<file path="config.mk">
export PLATFORM = sky130hd
export DESIGN_NAME = arp_reply_gen
export DESIGN_NICKNAME = d
export VERILOG_FILES = /design/src/rtl/arp_reply_gen_pkg.sv /design/src/rtl/arp_req_parse.sv /design/src/rtl/arp_reply_gen.sv
export SDC_FILE = /design/constraint.sdc
export NUM_CORES = 1
export LEC_CHECK = 0
export CAP_MARGIN = 0
export CORE_UTILIZATION = 64
export CTS_BUF_LIST = sky130_fd_sc_hd__clkbuf_8
export CTS_CLUSTER_SIZE = 24
export DETAILED_ROUTE_END_ITERATION = 16
export HOLD_SLACK_MARGIN = 0.12
export PLACE_DENSITY_LB_ADDON = 0.08
export SLEW_MARGIN = 30
export SYNTH_ARGS = -nofsm -noshare
export SYNTH_HDL_FRONTEND = slang
export SYNTH_SLANG_ARGS = --single-unit
</file>
<file path="constraint.sdc">
create_clock -name i_clk -period 7.9 [get_ports i_clk]
set_input_delay 1.58 -clock i_clk [delete_from_list [all_inputs] [get_ports i_clk]]
set_output_delay 1.58 -clock i_clk [all_outputs]
set_load 0.02 [all_outputs]
</file>
<file path="src/rtl/arp_reply_gen_pkg.sv">
// Shared constants, FSM state type and reply byte builder for the ARP responder.
package arp_reply_gen_pkg;

    localparam logic [15:0] ETH_TYPE_ARP  = 16'h0806;
    localparam logic [15:0] ARP_HTYPE_ETH = 16'h0001;
    localparam logic [15:0] ARP_PTYPE_IP  = 16'h0800;
    localparam logic [15:0] ARP_OP_REQ    = 16'h0001;
    localparam logic [15:0] ARP_OP_REP    = 16'h0002;
    localparam logic [7:0]  ARP_HLEN_ETH  = 8'h06;
    localparam logic [7:0]  ARP_PLEN_IP   = 8'h04;

    typedef enum logic [1:0] {
        StIdle,
        StSend,
        StGap
    } arp_state_e;

    // Byte idx of the reply frame; everything past the ARP payload is zero pad.
    function automatic logic [7:0] reply_byte(
        input int unsigned idx,
        input logic [47:0] smac,
        input logic [31:0] sip,
        input logic [47:0] lmac,
        input logic [31:0] lip
    );
        logic [7:0] b;
        b = 8'h00;
        if (idx <= 5) begin
            b = 8'(smac >> (8 * (5 - idx)));
        end else if (idx <= 11) begin
            b = 8'(lmac >> (8 * (11 - idx)));
        end else if (idx <= 21) begin
            case (idx)
                12: b = ETH_TYPE_ARP[15:8];
                13: b = ETH_TYPE_ARP[7:0];
                14: b = ARP_HTYPE_ETH[15:8];
                15: b = ARP_HTYPE_ETH[7:0];
                16: b = ARP_PTYPE_IP[15:8];
                17: b = ARP_PTYPE_IP[7:0];
                18: b = ARP_HLEN_ETH;
                19: b = ARP_PLEN_IP;
                20: b = ARP_OP_REP[15:8];
                default: b = ARP_OP_REP[7:0];
            endcase
        end else if (idx <= 27) begin
            b = 8'(lmac >> (8 * (27 - idx)));
        end else if (idx <= 31) begin
            b = 8'(lip >> (8 * (31 - idx)));
        end else if (idx <= 37) begin
            b = 8'(smac >> (8 * (37 - idx)));
        end else if (idx <= 41) begin
            b = 8'(sip >> (8 * (41 - idx)));
        end
        return b;
    endfunction

endpackage

</file>
<file path="src/rtl/arp_req_parse.sv">
// Parses received frames for ARP requests aimed at the local IP; pulses o_req_valid once per hit.
module arp_req_parse
    import arp_reply_gen_pkg::*;
(
    input  logic        i_clk,
    input  logic        i_rst,
    input  logic [31:0] i_local_ip,
    input  logic [7:0]  i_rx_data,
    input  logic        i_rx_data_valid,
    output logic        o_req_valid,
    output logic [47:0] o_sender_mac,
    output logic [31:0] o_sender_ip
);

    logic [5:0]  r_idx;
    logic        r_prev_valid;
    logic        r_armed;
    logic        r_ok;
    logic        r_req;
    logic [47:0] r_smac;
    logic [31:0] r_sip;
    logic        w_field_ok;

    always_comb begin
        w_field_ok = 1'b1;
        case (r_idx)
            6'd12: w_field_ok = (i_rx_data == ETH_TYPE_ARP[15:8]);
            6'd13: w_field_ok = (i_rx_data == ETH_TYPE_ARP[7:0]);
            6'd14: w_field_ok = (i_rx_data == ARP_HTYPE_ETH[15:8]);
            6'd15: w_field_ok = (i_rx_data == ARP_HTYPE_ETH[7:0]);
            6'd16: w_field_ok = (i_rx_data == ARP_PTYPE_IP[15:8]);
            6'd17: w_field_ok = (i_rx_data == ARP_PTYPE_IP[7:0]);
            6'd18: w_field_ok = (i_rx_data == ARP_HLEN_ETH);
            6'd19: w_field_ok = (i_rx_data == ARP_PLEN_IP);
            6'd20: w_field_ok = (i_rx_data == ARP_OP_REQ[15:8]);
            6'd21: w_field_ok = (i_rx_data == ARP_OP_REQ[7:0]);
            6'd38: w_field_ok = (i_rx_data == i_local_ip[31:24]);
            6'd39: w_field_ok = (i_rx_data == i_local_ip[23:16]);
            6'd40: w_field_ok = (i_rx_data == i_local_ip[15:8]);
            6'd41: w_field_ok = (i_rx_data == i_local_ip[7:0]);
            default: ;
        endcase
    end

    // r_armed stays low after reset until the line goes idle, so a frame cut by reset is ignored.
    always_ff @(posedge i_clk) begin
        if (i_rst) begin
            r_idx        <= '0;
            r_prev_valid <= 1'b0;
            r_armed      <= 1'b0;
            r_ok         <= 1'b0;
            r_req        <= 1'b0;
            r_smac       <= '0;
            r_sip        <= '0;
        end else begin
            r_prev_valid <= i_rx_data_valid;
            r_req        <= 1'b0;
            if (i_rx_data_valid) begin
                if (r_armed) begin
                    if (r_idx != 6'd63) begin
                        r_idx <= r_idx + 6'd1;
                    end
                    r_ok <= ((r_idx == 6'd0) ? 1'b1 : r_ok) & w_field_ok;
                    if (r_idx >= 6'd22 && r_idx <= 6'd27) begin
                        r_smac <= {r_smac[39:0], i_rx_data};
                    end
                    if (r_idx >= 6'd28 && r_idx <= 6'd31) begin
                        r_sip <= {r_sip[23:0], i_rx_data};
                    end
                end
            end else begin
                r_armed <= 1'b1;
                r_idx   <= '0;
                if (r_prev_valid && r_armed && r_ok && r_idx >= 6'd42) begin
                    r_req <= 1'b1;
                end
            end
        end
    end

    assign o_req_valid  = r_req;
    assign o_sender_mac = r_smac;
    assign o_sender_ip  = r_sip;

endmodule

</file>
<file path="src/rtl/arp_reply_gen.sv">
// ARP responder for one port: turns valid requests into padded reply frames with a forced gap.
module arp_reply_gen
    import arp_reply_gen_pkg::*;
#(
    parameter int unsigned FRAME_LEN  = 60,
    parameter int unsigned GAP_CYCLES = 12
) (
    input  logic        i_clk,
    input  logic        i_rst,
    input  logic [31:0] i_local_ip,
    input  logic [47:0] i_local_mac,
    input  logic [7:0]  i_rx_data,
    input  logic        i_rx_data_valid,
    output logic [7:0]  o_tx_data,
    output logic        o_tx_data_valid,
    output logic [15:0] o_reply_cnt,
    output logic [15:0] o_drop_cnt
);

    localparam logic [15:0] LAST_IDX = 16'(FRAME_LEN - 1);
    localparam logic [7:0]  GAP_LAST = 8'((GAP_CYCLES == 0) ? 0 : GAP_CYCLES - 1);

    arp_state_e  r_state;
    logic [15:0] r_cnt;
    logic [7:0]  r_gap;
    logic [47:0] r_send_mac;
    logic [31:0] r_send_ip;
    logic [7:0]  r_tx_data;
    logic        r_tx_valid;
    logic [15:0] r_reply_cnt;
    logic [15:0] r_drop_cnt;

    logic        w_req_valid;
    logic [47:0] w_hold_mac;
    logic [31:0] w_hold_ip;
    int unsigned w_byte_idx;
    logic [47:0] w_src_mac;
    logic [31:0] w_src_ip;
    logic [7:0]  w_next_byte;

    arp_req_parse u_parse (
        .i_clk           (i_clk),
        .i_rst           (i_rst),
        .i_local_ip      (i_local_ip),
        .i_rx_data       (i_rx_data),
        .i_rx_data_valid (i_rx_data_valid),
        .o_req_valid     (w_req_valid),
        .o_sender_mac    (w_hold_mac),
        .o_sender_ip     (w_hold_ip)
    );

    // Byte 0 is built straight from the holding register; the send copy lands on the same edge.
    always_comb begin
        w_byte_idx = 0;
        w_src_mac  = w_hold_mac;
        w_src_ip   = w_hold_ip;
        if (r_state != StIdle) begin
            w_byte_idx = 32'(r_cnt) + 32'd1;
            w_src_mac  = r_send_mac;
            w_src_ip   = r_send_ip;
        end
        w_next_byte = reply_byte(w_byte_idx, w_src_mac, w_src_ip, i_local_mac, i_local_ip);
    end

    always_ff @(posedge i_clk) begin
        if (i_rst) begin
            r_state     <= StIdle;
            r_cnt       <= '0;
            r_gap       <= '0;
            r_send_mac  <= '0;
            r_send_ip   <= '0;
            r_tx_data   <= 8'h00;
            r_tx_valid  <= 1'b0;
            r_reply_cnt <= '0;
            r_drop_cnt  <= '0;
        end else begin
            if (w_req_valid && r_state != StIdle) begin
                r_drop_cnt <= r_drop_cnt + 16'd1;
            end
            case (r_state)
                StIdle: begin
                    r_tx_data  <= 8'h00;
                    r_tx_valid <= 1'b0;
                    if (w_req_valid) begin
                        r_state    <= StSend;
                        r_send_mac <= w_hold_mac;
                        r_send_ip  <= w_hold_ip;
                        r_cnt      <= '0;
                        r_tx_valid <= 1'b1;
                        r_tx_data  <= w_next_byte;
                    end
                end
                StSend: begin
                    if (r_cnt == LAST_IDX) begin
                        r_tx_valid <= 1'b0;
                        r_tx_data  <= 8'h00;
                        r_gap      <= '0;
                        r_state    <= (GAP_CYCLES == 0) ? StIdle : StGap;
                    end else begin
                        r_cnt     <= r_cnt + 16'd1;
                        r_tx_data <= w_next_byte;
                        if (r_cnt + 16'd1 == LAST_IDX) begin
                            r_reply_cnt <= r_reply_cnt + 16'd1;
                        end
                    end
                end
                StGap: begin
                    if (r_gap == GAP_LAST) begin
                        r_state <= StIdle;
                    end else begin
                        r_gap <= r_gap + 8'd1;
                    end
                end
                default: r_state <= StIdle;
            endcase
        end
    end

    assign o_tx_data       = r_tx_data;
    assign o_tx_data_valid = r_tx_valid;
    assign o_reply_cnt     = r_reply_cnt;
    assign o_drop_cnt      = r_drop_cnt;

endmodule

</file>
==> Yosys cells after proc, flatten, opt, wreduce, memory -nomap -nowiden <==
Memories as Yosys holds them, arrays and structs flattened.
Index checks and enable logic that the tools add are counted.
{ "op_classes": {"n_addsub": 12, "magnitude_cmp": 12, "eq_ne": 33, "n_shift": 6, "mux": 30, "n_bitwise": 3, "n_reduce_logical": 29} }
{ "ops": {"columns": ["cell", "count"], "rows": [
  ["$shr A48 B32 Y8", 4],
  ["$le A32 B5 Y1 const B", 3],
  ["$mux W8", 12],
  ["$le A32 B6 Y1 const B", 2],
  ["$shr A32 B32 Y8", 2],
  ["$sub A5 B29 Y29 const A", 2],
  ["$sub A6 B29 Y29 const A", 2],
  ["$add A16 B1 Y16 const B", 3],
  ["$mux W48", 1],
  ["$eq A6 B5 Y1 const B", 6],
  ["$eq A16 B6 Y1 const B", 2],
  ["$eq A8 B8 Y1", 4],
  ["$le A32 B3 Y1 const B", 1],
  ["$le A32 B4 Y1 const B", 1],
  ["$mux W16", 2],
  ["$mux W32", 1],
  ["$pmux W16 S2", 1],
  ["$pmux W8 S2", 2],
  ["$sub A3 B29 Y29 const A", 1],
  ["$sub A4 B29 Y29 const A", 1],
  ["$logic_not A27 Y1", 1],
  ["$eq A6 B4 Y1 const B", 4],
  ["$eq A6 B6 Y1 const B", 4],
  ["$reduce_and A3 Y1", 6],
  ["30 further kinds", 57]
]} }
{ "word_totals": {"regBits": 237, "mem_bits_ro": 128, "input_bits": 91, "output_inout_bits": 41, "wordCells": 142, "memories": 1} }
{ "memory_table": {"columns": ["memory", "words", "width", "read_ports", "rd_clocked_by_memory_dff", "write_ports", "line_no", "text"], "rows": [
  ["(name not given)", 32, 4, 1, 0, 0, "arp_reply_gen_pkg.sv:33", "case (idx)"]
]} }

==> Depth between registers and ports, before layout <==
Gate-level depths: netlist (run 1).
{ "depth": {"depth_word": 13, "ltp_mapped": 18} }

==> Cells and area by module <==
From an unflattened synthesis (run 1), not the netlist that was laid out.
{ "hier_totals": {"hier_cells": 1670, "area_unflattened_um2": 12588.3} }
{ "by_module_without_submodules": {"columns": ["module", "n_inst", "cells_each", "area_per_inst_um2", "seq_area_each_um2"], "rows": [
  ["arp_reply_gen", 1, 1181, 8737.1, 2942.8],
  ["arp_req_parse", 1, 489, 3851.2, 1801.7]
]} }

==> Worst setup path after synthesis (run 1) <==
OpenSTA, ideal clock, no wires.
{ "synth_timing": {"path_type": "register to register", "startpoint": "register r_cnt[0]", "endpoint": "register r_tx_data[1], in the netlist o_tx_data[1]", "setup_ns": 0.087, "arrival_time_ns": 3.980, "setup_slack_ns": 3.833, "path_stages_with_launch": 17, "n_path_buf": 5, "cell_sequence": "dfxtp_1 -> buf_2 -> inv_1 -> clkbuf_1 -> ha_1 -> clkbuf_1 -> nor2_1 -> clkbuf_1 -> ha_1 -> clkbuf_2 -> or4b_1 -> a311o_1 -> a211o_1 -> a21oi_1 -> and4_1 -> a211oi_1 -> o31ai_1"} }
{ "synth_between": {"elab_chain_len": 13, "word_cells_on_any_way": 35} }
{ "synth_rtl": {"columns": ["element", "line_no", "text"], "rows": [
  ["from (decl)", "arp_reply_gen.sv:24", "logic [15:0] r_cnt;"],
  ["from (signal assigned)", "arp_reply_gen.sv:100", "r_cnt <= r_cnt + 16'd1;"],
  ["$add A16 B1 Y17", "arp_reply_gen.sv:58", "w_byte_idx = 32'(r_cnt) + 32'd1;"],
  ["$mux W17", "arp_reply_gen.sv:57", "if (r_state != StIdle) begin"],
  ["$sub A6 B29 Y29", "arp_reply_gen_pkg.sv:52", "b = 8'(sip >> (8 * (41 - idx)));"],
  ["$shr A32 B32 Y8", "arp_reply_gen_pkg.sv:52", null],
  ["$mux W8", "arp_reply_gen_pkg.sv:51", "end else if (idx <= 41) begin"],
  ["$mux W8", "arp_reply_gen_pkg.sv:49", "end else if (idx <= 37) begin"],
  ["$mux W8", "arp_reply_gen_pkg.sv:47", "end else if (idx <= 31) begin"],
  ["$mux W8", "arp_reply_gen_pkg.sv:45", "end else if (idx <= 27) begin"],
  ["$mux W8", "arp_reply_gen_pkg.sv:32", "end else if (idx <= 21) begin"],
  ["$mux W8", "arp_reply_gen_pkg.sv:30", "end else if (idx <= 11) begin"],
  ["$mux W8", "arp_reply_gen_pkg.sv:28", "if (idx <= 5) begin"],
  ["$mux W8 (on tied branches)", "arp_reply_gen.sv:94, arp_reply_gen.sv:84", null],
  ["$pmux W8 S2 (*)", "arp_reply_gen.sv:80", "case (r_state)"],
  ["to (signal assigned)", "arp_reply_gen.sv:90", "r_tx_data <= w_next_byte;"],
  ["to (signal assigned)", "arp_reply_gen.sv:101", "r_tx_data <= w_next_byte;"],
  ["to (decl)", "arp_reply_gen.sv:28", "logic [7:0] r_tx_data;"]
]} }
Every way passes the cells marked *; elsewhere a longest branch is shown, timed or not.
A chain may end at the register's enable or synchronous reset.

==> Worst setup path in the final report (run 1) <==
{ "layout_timing": {"startpoint": "register r_cnt[1]", "endpoint": "register r_tx_data[1], in the netlist o_tx_data[1]"} }
Same word-level chain as after synthesis.

==> impl_metrics.py, run 1 <==
metrics = {
    "outcome": {
        "status": "finished, final reports clean",
    },
    "hold_path": {
        "hold_path_class": "flip-flop to flip-flop",
        "whs_path_depth": 2,
        "hold_end": "r_send_ip[24]",
        "hold_start": "u_parse.o_sender_ip[24]",
    },
    "logic_synthesis": {
        "syn-num-nets": 1812,
        "synth_edf_count": 0,
        "synthCells": 1706,
        "async_flop_share": 0,
        "synth_top_cell_by_area": "dfxtp_1",
        "synth_area_leaders": "dfxtp_1 (38%), nand2_1 (14%), a21oi_1 (9.3%)",
        "synth_ff_type": "dfxtp_1",
        "post_synth_num_cell_types": 73,
        "avgSynthCellArea_um2": 7.35,
        "synth_area_um2": 12500,
        "yosysSeqAreaShare": 0.379,
        "yosysWarningCount": 0,
        "synth_seq_cells": 237,
        "netlist.area_leader.share": 0.379,
    },
    "route": {
        "drt-initial-drc-count": 1399,
        "antenna_left": 0,
        "totalWireLength_mm": 36.6,
        "firstDrtPassIters": 8,
        "drc": 0,
        "vias": 12700,
        "vias_per_cell": 6.19,
        "wire_per_inst_um": 17.9,
    },
    "cts": {
        "cts-resized-gates": 0,
        "cts-root-buf": "clkbuf_8",
        "clock_sinks": 237,
        "htreeDepth": 2,
        "clk_latency_ns": 0.55,
        "clockBufferDepth": 3,
        "cts_setup_buffers": 0,
        "cts_tree": "done",
        "clk_pin_slew_worst_paths_ns": 0.06,
        "cts_buffers": 38,
        "cts_hold_buf": 0,
    },
    "timing": {
        "clock_skew_ns": 0.0228,
        "fin_ws_ns": 3.40,
        "fmax_mhz": 222,
        "whs_ns": 0.453,
        "finalSetupViolations": 0,
        "rsz0062_at_grt": "false",
        "min_period_ns": 4.50,
        "tns_ns": 0,
        "worst_pin_slew_ns": 0.899,
        "slew_headroom": 0.401,
        "drv_slew": 0,
        "hold_violations": 0,
        "timing.final.crit_share": 0.570,
    },
    "worst_setup_path": {
        "critPathMaxFanout": 14,
        "critPathSlowestCell": "dfxtp_1",
        "crit_chain": "ha_1 -> xor2_1 -> nand2_1 -> clkinv_1 -> ha_1 -> or4b_1 -> a311o_1 -> a211o_1 -> a21oi_1 -> and4_1 -> a211oi_1 -> o31ai_1",
        "arrival_ns": 4.96,
        "r2r_setup_slack_ns": 3.40,
        "worstRegToRegCells": 12,
        "path_delay_family": "compound AO/OA/AOI/OAI gates",
        "regToRegEndpoint": "o_tx_data[1]",
        "cp.required_ns": 8.36,
        "r2r_start": "r_cnt[1]",
        "crit_path_frequent_cell": "ha_1",
        "worst-path-buf-inv": 1,
        "path_class": "flip-flop to flip-flop",
        "end_kind": "flip-flop",
        "slowest_delay_ns": 0.58,
        "critPathLaunchType": "flip-flop",
    },
    "power": {
        "leakagePower_nw": 4.85,
        "power_w": 0.00234,
        "vdd_ir_drop_max_mv": 0.184,
        "powerDensity_nw_per_um2": 161,
    },
    "job": {
        "maxCapViolations": 0,
    },
    "layout": {
        "area_growth_pct": 16.1,
        "fin_cells": 2047,
        "n_fill_cell": 1432,
        "fin_nets": 1868,
        "drive_gt1_frac": 0.0571,
        "regArea_um2": 4750,
        "multi_input_area_um2": 7210,
        "antenna_cells": 0,
    },
    "grt": {
        "grt_use_total": 0.360,
        "antenna_found_initial": 0,
        "grt_pass1_wl_mm": 58.6,
        "gr-total-overflow": 0,
        "grt_max_degree": 117,
        "grt_pass1_vias": 11800,
    },
    "floorplanning": {
        "rows": 50,
        "initial_core_util": 0.661,
        "die-area_um2": 20100,
        "die-height_um": 142,
        "pin_count": 132,
        "die_width_um": 142,
        "core_um2": 19000,
    },
    "placement": {
        "port_buffers": 131,
        "gp_congestion": 1.01,
        "dpl_worst_slack_ns": 3.52,
        "hpwlAfterDp_mm": 23.8,
        "post-place-cells": 1982,
    },
}
## layer usage
metal	global-route usage	up-vias	part of all wire
met5	0	-	0
met4	0.121	0	0.026
met3	0.0663	89	0.094
met2	0.600	628	0.46
met1	0.471	5929	0.42
li1	-	6035	-
## power by group
part           switching, W   total, W  internal (W)
Sequential       0.00000114    0.00120       0.00120
Clock              0.000490    0.00105      0.000557
Combinational     0.0000432  0.0000920     0.0000487
## worst min-delay path: cells and delay by family (launching register included)
kind             cells  cell delay, ns
AO/OA/AOI/OAI        1            0.05
AND/OR/NAND/NOR      1            0.05
flip-flops           1            0.31
## area by class of cell
| type | count | share of cell area |
|---|---|---|
| multi-input combinational | 1312 | 0.495 |
| sequential | 237 | 0.326 |
| timing repair buffer | 145 | 0.0977 |
| clock buffer | 42 | 0.0397 |
| tap | 260 | 0.0224 |
| clock inverter | 23 | 0.0114 |
| inverter | 28 | 0.00722 |
## layout by cell type (no fill, tap or decap), types with 5 or more instances in the layout
master,instances
o31ai_1,13
a31oi_1,11
buf_4,13
nand3_1,45
inv_1,41
nor3_1,15
o21ai_0,54
a311oi_1,6
and3_1,20
and4_1,6
xnor2_1,30
nand2_1,455
a211o_1,5
nor2b_1,12
o221ai_1,6
and2_1,10
a22oi_1,15
a211oi_1,23
o22ai_1,17
nand2b_1,6
a221oi_1,5
a21oi_1,233
nor2_1,109
or4_1,6
clkbuf_8,42
o31a_1,5
mux4_2,8
nor4_1,16
dfxtp_1,236
mux2_2,6
xor2_1,30
clkdlybuf4s50_1,130
nand4_1,17
or3_1,16
mux2i_1,25
ha_1,15
o211ai_1,12
## registers in the layout, indices dropped and copies added (netlist names)
name	cells
r_state	2
o_reply_cnt	16
o_tx_data_valid	1
r_send_mac	48
u_parse.r_ok	1
u_parse.r_armed	1
o_drop_cnt	16
u_parse.r_idx	6
u_parse.o_req_valid	1
u_parse.o_sender_mac	48
r_cnt	16
u_parse.o_sender_ip	32
o_tx_data	8
u_parse.r_prev_valid	1
r_gap	8
r_send_ip	32
## logic make-up after synthesis
logic type      after synthesis  share of synthesized area
buf+inv                     157                     0.0494
flops                       237                      0.379
mux                          39                     0.0397
compound gates              433                      0.205
simple gates                764                      0.270
fa+ha+maj                    15                     0.0150
xor+xnor                     61                     0.0426
## worst max-delay path by stage
stage,from,to,depth (start not counted)
2_1_floorplan,r_cnt[0],o_tx_data[1],16
3_3_place_gp,r_cnt[0],o_tx_data[2],13
3_5_place_dp,r_cnt[1],o_tx_data[1],12
4_1_cts,r_cnt[0],o_tx_data[2],13
5_1_grt,r_cnt[1],o_tx_data[1],12
6_report,r_cnt[1],o_tx_data[1],12
## synthesized netlist by cell type, drive strengths merged (6+ instances only)
master / number
nand2: 456
dfxtp: 237
a21oi: 233
nor2: 112
clkbuf: 104
o21ai: 55
nand3: 46
xor2: 31
xnor2: 30
inv: 27
buf: 25
mux2i: 25
a211oi: 23
and3: 20
nand4: 20
nor4: 17
o22ai: 17
or3: 17
nor3: 16
a22oi: 15
ha: 15
o31ai: 13
a31oi: 12
nor2b: 12
o211ai: 12
and2: 11
mux4: 8
a311oi: 6
and4: 6
mux2: 6
nand2b: 6
o221ai: 6
or4: 6
## metrics by stage
stage | utilization | cell area [µm²]
global route | 0.767 | 14500
CTS | 0.766 | 14500
global placement | 0.727 | 13800
floorplan | - | 12500
finish | 0.767 | 14500
detailed placement | 0.727 | 13800
(Power assumes the default switching activity.)
==> run 2: changes to the inputs <==
--- a/config.mk
+++ b/config.mk
@@ -6,7 +6,7 @@
 export NUM_CORES = 1
 export LEC_CHECK = 0
 export CAP_MARGIN = 0
-export CORE_UTILIZATION = 64
+export CORE_UTILIZATION = 59
 export CTS_BUF_LIST = sky130_fd_sc_hd__clkbuf_8
 export CTS_CLUSTER_SIZE = 24
 export DETAILED_ROUTE_END_ITERATION = 16
==> constraint.sdc (replaced) <==
create_clock -name i_clk -period 4.2 [get_ports i_clk]
set_input_delay 0.84 -clock i_clk [delete_from_list [all_inputs] [get_ports i_clk]]
set_output_delay 0.84 -clock i_clk [all_outputs]
set_load 0.02 [all_outputs]
==> run 2 against run 1 <==
  * Total power up 92%
  * Sequential power increased by 88%
  * Maximum frequency increased by 15%
  * Final cell count is 1.7% higher
  * Critical path type unchanged
  * Critical endpoint is now o_tx_data[5]
  * Highest routed layer unchanged
==> impl_metrics.py, run 2 (synthesis gave the netlist of run 1 again) <==
metrics = {
    "timing": {
        "worst_pin_slew_ns": 0.946,
        "fin_ws_ns": 0.281,
        "fmax_mhz": 255,
        "rsz0062_at_grt": "false",
        "hold_violations": 0,
        "min_period_ns": 3.92,
        "slew_headroom": 0.365,
        "drv_slew": 0,
        "finalSetupViolations": 0,
        "tns_ns": 0,
        "clock_skew_ns": 0.0270,
        "timing.final.crit_share": 0.933,
    },
    "layout": {
        "layout_commonest_cell": "nand2_1",
        "area_growth_pct": 17.6,
        "antenna_cells": 0,
        "fin_nets": 1889,
        "layout_common_cells": "nand2_1 (455), dfxtp_1 (236), a21oi_1 (233), clkdlybuf4s50_1 (130), nor2_1 (109)",
        "drive_gt1_frac": 0.0707,
        "fin_util": 0.717,
    },
    "worst_setup_path": {
        "arrival_ns": 4.38,
        "worst-path-buf-inv": 0,
        "path_class": "flip-flop to flip-flop",
        "end_kind": "flip-flop",
        "path_delay_family": "simple AND/OR/NAND/NOR gates",
        "critPathSlowestCell": "dfxtp_1",
        "slowest_delay_ns": 0.73,
        "crit_chain": "nand4_2 -> nor4_1 -> mux2i_1 -> nand3_1 -> nor3_1 -> nand4_1 -> o31ai_1 -> a211oi_1 -> o211ai_1",
        "critPathLaunchType": "flip-flop",
        "cp.required_ns": 4.66,
        "critPathMaxFanout": 20,
    },
    "cts": {
        "cts-root-buf": "clkbuf_8",
        "cts_tree": "done",
        "clk_pin_slew_worst_paths_ns": 0.07,
        "cts_buffers": 40,
        "clk_latency_ns": 0.56,
        "clock_sinks": 237,
        "clockBufferDepth": 3,
        "cts-resized-gates": 0,
        "cts_setup_buffers": 0,
        "cts_hold_buf": 0,
        "htreeDepth": 2,
    },
    "floorplanning": {
        "die-area_um2": 21800,
        "die_width_um": 148,
        "rows": 52,
        "pin_count": 132,
        "initial_core_util": 0.610,
        "core_um2": 20600,
        "die-height_um": 148,
    },
    "power": {
        "leakagePower_nw": 4.97,
        "power_w": 0.00448,
        "powerDensity_nw_per_um2": 304,
        "vdd_ir_drop_max_mv": 0.281,
    },
    "grt": {
        "grt_pass1_vias": 11700,
        "gr-total-overflow": 0,
        "grt_pass1_wl_mm": 59.0,
        "antenna_found_initial": 0,
        "grt_use_total": 0.332,
        "grt_max_degree": 119,
    },
    "placement": {
        "dpl_worst_slack_ns": 0.457,
        "port_buffers": 131,
        "gp_congestion": 0.958,
        "hpwlAfterDp_mm": 24.5,
    },
    "route": {
        "wire_per_inst_um": 17.6,
        "antenna_left": 0,
        "vias_per_cell": 5.98,
        "drc": 0,
        "drt-initial-drc-count": 1027,
        "vias": 12400,
        "firstDrtPassIters": 5,
        "totalWireLength_mm": 36.6,
    },
    "hold_path": {
        "hold_path_class": "flip-flop to flip-flop",
    },
    "job": {
        "maxCapViolations": 0,
    },
    "outcome": {
        "status": "finished, final reports clean",
    },
}
[run 2: cell count changes in the layout (fill, tap and decap cells not counted), moves of 3 or more]
cell	change
inv_1	-3
buf_4	+20
clkinv_2	+3
clkbuf_8	+5
[run 2: where the power goes]
group | internal, W | total, W | switching, W | leakage [nW]
sequential | 0.00225 | 0.00225 | 0.00000211 | 1.91
clock | 0.00110 | 0.00205 | 0.000958 | 0.456
combinational | 0.0000918 | 0.000171 | 0.0000792 | 2.60
[run 2: worst paths after layout]
check,start,endpoint,slack (ns),cells past startpoint
worst max-delay path,r_cnt[2],o_tx_data[5],0.28,9
worst min-delay path,u_parse.o_sender_ip[25],r_send_ip[25],0.45,2
worst max register to register,r_cnt[2],o_tx_data[5],0.28,9
worst min register to register,u_parse.o_sender_ip[25],r_send_ip[25],0.45,2
[run 2: layout make-up]
type	count	area, µm²
Clock buffer	47	647
Clock inverter	23	155
Fill cell	1716	5820
Inverter	28	105
Multi-Input combinational cell	1312	7190
Sequential cell	237	4750
Tap cell	270	338
Timing Repair Buffer	164	1560
[run 2: metrics by stage]
step / area, µm² / hold slack [ns] / cells
final: 14700 / 0.449 / 2081
after CTS: 14700 / 0.453 / 2081
after global routing: 14700 / 0.471 / 2081
after global placement: 13900 / 0.437 / 2011
after detailed placement: 13900 / 0.439 / 2011
after floorplan: 12500 / 0.432 / 1706
[run 2: worst min-delay path, stage by stage, from the launching register on]
cell and delay (ns):
dfxtp_1 0.31, nand2_1 0.05, a21oi_1 0.05
[run 2: per-layer routing]
| layer | part of all wire | global-route usage |
|---|---|---|
| met1 | 0.44 | 0.450 |
| met2 | 0.46 | 0.549 |
| met4 | 0.017 | 0.0892 |
| met3 | 0.085 | 0.0537 |
| met5 | 0 | 0 |
==> run 3: changes to the inputs <==
--- a/config.mk
+++ b/config.mk
@@ -6,6 +6,7 @@
 export NUM_CORES = 1
 export LEC_CHECK = 0
 export CAP_MARGIN = 0
+export CORE_MARGIN = 2
 export CORE_UTILIZATION = 59
 export CTS_BUF_LIST = sky130_fd_sc_hd__clkbuf_8
 export CTS_CLUSTER_SIZE = 24
==> run 3 against run 2 <==
  * First-iteration DRC count shrank 1.4%
  * Sequential power is essentially flat
  * Non-clock buffer count grew 4
  * Clock skew shrank 0.0080 ns
  * Design area grew 0.24%
  * Worst hold slack is essentially flat
  * Clock-buffer cell count is the same
  * Worst setup slack gained 0.028 ns
  * Clock power is essentially flat
  * Register-to-register slack gained 0.03 ns
==> impl_metrics.py, run 3 (synthesis gave the netlist of run 1 again) <==
metrics = {
    "worst_setup_path": {
        "critPathLaunchType": "flip-flop",
        "critPathSlowestCell": "or4_1",
        "cp.required_ns": 4.66,
        "arrival_ns": 4.35,
        "worstRegToRegCells": 11,
        "slowest_delay_ns": 0.76,
        "path_class": "flip-flop to flip-flop",
        "crit_chain": "ha_1 -> buf_4 -> nand3_1 -> nor4_1 -> mux2i_1 -> and3_1 -> a31oi_2 -> or4_1 -> o21ai_1 -> nand2b_1 -> o31ai_1",
        "critPathMaxFanout": 14,
        "end_kind": "flip-flop",
    },
    "cts": {
        "cts_setup_buffers": 0,
        "cts_hold_buf": 0,
        "cts_tree": "done",
        "cts-resized-gates": 0,
        "clockBufferDepth": 3,
        "clock_sinks": 237,
        "cts_buffers": 40,
        "cts-root-buf": "clkbuf_8",
        "htreeDepth": 2,
        "clk_pin_slew_worst_paths_ns": 0.06,
        "clk_latency_ns": 0.55,
    },
    "layout": {
        "fin_nets": 1893,
        "regArea_um2": 4750,
        "multi_input_area_um2": 7200,
        "layout_common_cells": "nand2_1 (455), dfxtp_1 (236), a21oi_1 (233), clkdlybuf4s50_1 (130), nor2_1 (109)",
        "fin_cells": 2088,
        "n_fill_cell": 1800,
        "antenna_cells": 0,
        "area_growth_pct": 17.9,
        "layout_commonest_cell": "nand2_1",
        "drive_gt1_frac": 0.0706,
    },
    "power": {
        "powerDensity_nw_per_um2": 302,
        "vdd_ir_drop_max_mv": 0.356,
        "leakagePower_nw": 4.98,
        "power_w": 0.00446,
    },
    "timing": {
        "hold_violations": 0,
        "rsz0062_at_grt": "false",
        "tns_ns": 0,
        "fmax_mhz": 257,
        "min_period_ns": 3.89,
        "timing.final.crit_share": 0.926,
        "drv_slew": 0,
        "clock_skew_ns": 0.0191,
        "slew_headroom": 0.452,
        "worst_pin_slew_ns": 0.817,
        "finalSetupViolations": 0,
    },
    "route": {
        "antenna_left": 0,
        "vias": 12500,
        "firstDrtPassIters": 5,
        "totalWireLength_mm": 36.7,
        "vias_per_cell": 5.97,
        "drc": 0,
        "wire_per_inst_um": 17.6,
        "drt-initial-drc-count": 1013,
    },
    "grt": {
        "gr-total-overflow": 0,
        "grt_pass1_vias": 11600,
        "antenna_found_initial": 1,
        "grt_pass1_wl_mm": 58.4,
        "grt_max_degree": 149,
        "grt_use_total": 0.320,
    },
    "floorplanning": {
        "rows": 53,
        "core_um2": 21000,
        "pin_count": 132,
        "die_width_um": 150,
        "initial_core_util": 0.598,
        "die-area_um2": 22400,
        "die-height_um": 150,
    },
    "outcome": {
        "status": "finished, final reports clean",
    },
    "placement": {
        "port_buffers": 131,
        "gp_congestion": 1.02,
        "post-place-cells": 2020,
        "hpwlAfterDp_mm": 24.8,
    },
    "hold_path": {
        "hold_path_class": "flip-flop to flip-flop",
        "whs_path_depth": 2,
    },
    "job": {
        "maxCapViolations": 0,
    },
}
run 3: metrics by stage:
step / hold slack, ns / setup slack, ns / util / instance area [µm²]
floorplan: 0.432 / 0.133 / - / 12500
CTS: 0.444 / 0.415 / 0.705 / 14800
detailed placement: 0.444 / 0.422 / 0.668 / 14000
finish: 0.449 / 0.309 / 0.705 / 14800
global placement: 0.436 / 0.545 / 0.668 / 14000
global route: 0.468 / 0.0389 / 0.705 / 14800
run 3: worst paths after layout:
kind / start / end / slack (ns)
worst min register to register: u_parse.o_sender_ip[24] / r_send_ip[24] / 0.45
worst min-delay path: u_parse.o_sender_ip[24] / r_send_ip[24] / 0.45
worst max-delay path: r_cnt[1] / o_tx_data[1] / 0.31
worst max register to register: r_cnt[1] / o_tx_data[1] / 0.31
run 3: routing by layer:
layer  part of all wire  vias to the layer above  global-route usage
li1                   -                     6086                   -
met1               0.44                     5816               0.441
met2               0.45                      497               0.514
met3              0.090                       68              0.0655
met4              0.022                        0              0.0877
met5                  0                        -                   0
run 3: where the power goes:
part	switching [W]	leakage [nW]	total, W	internal (W)
combinational	0.0000808	2.62	0.000173	0.0000925
sequential	0.00000217	1.91	0.00225	0.00225
clock	0.000944	0.448	0.00203	0.00109
total	0.00103	4.98	0.00446	0.00343
run 3: worst max-delay path: cells and delay by family, from the launching register on:
kind | cells | cell delay (ns)
AO/OA/AOI/OAI | 3 | 0.61
flip-flops | 1 | 0.60
multiplexers | 1 | 0.37
buffers and inverters | 1 | 0.18
AND/OR/NAND/NOR | 5 | 1.77
adder cells (fa/ha/maj) | 1 | 0.27
run 3: cell type report:
| class | instances | area share |
|---|---|---|
| clock buffer | 47 | 0.0438 |
| clock inverter | 21 | 0.00914 |
| inverter | 28 | 0.00711 |
| multi-input combinational | 1312 | 0.487 |
| sequential | 237 | 0.321 |
| tap | 275 | 0.0233 |
| timing repair buffer | 168 | 0.108 |
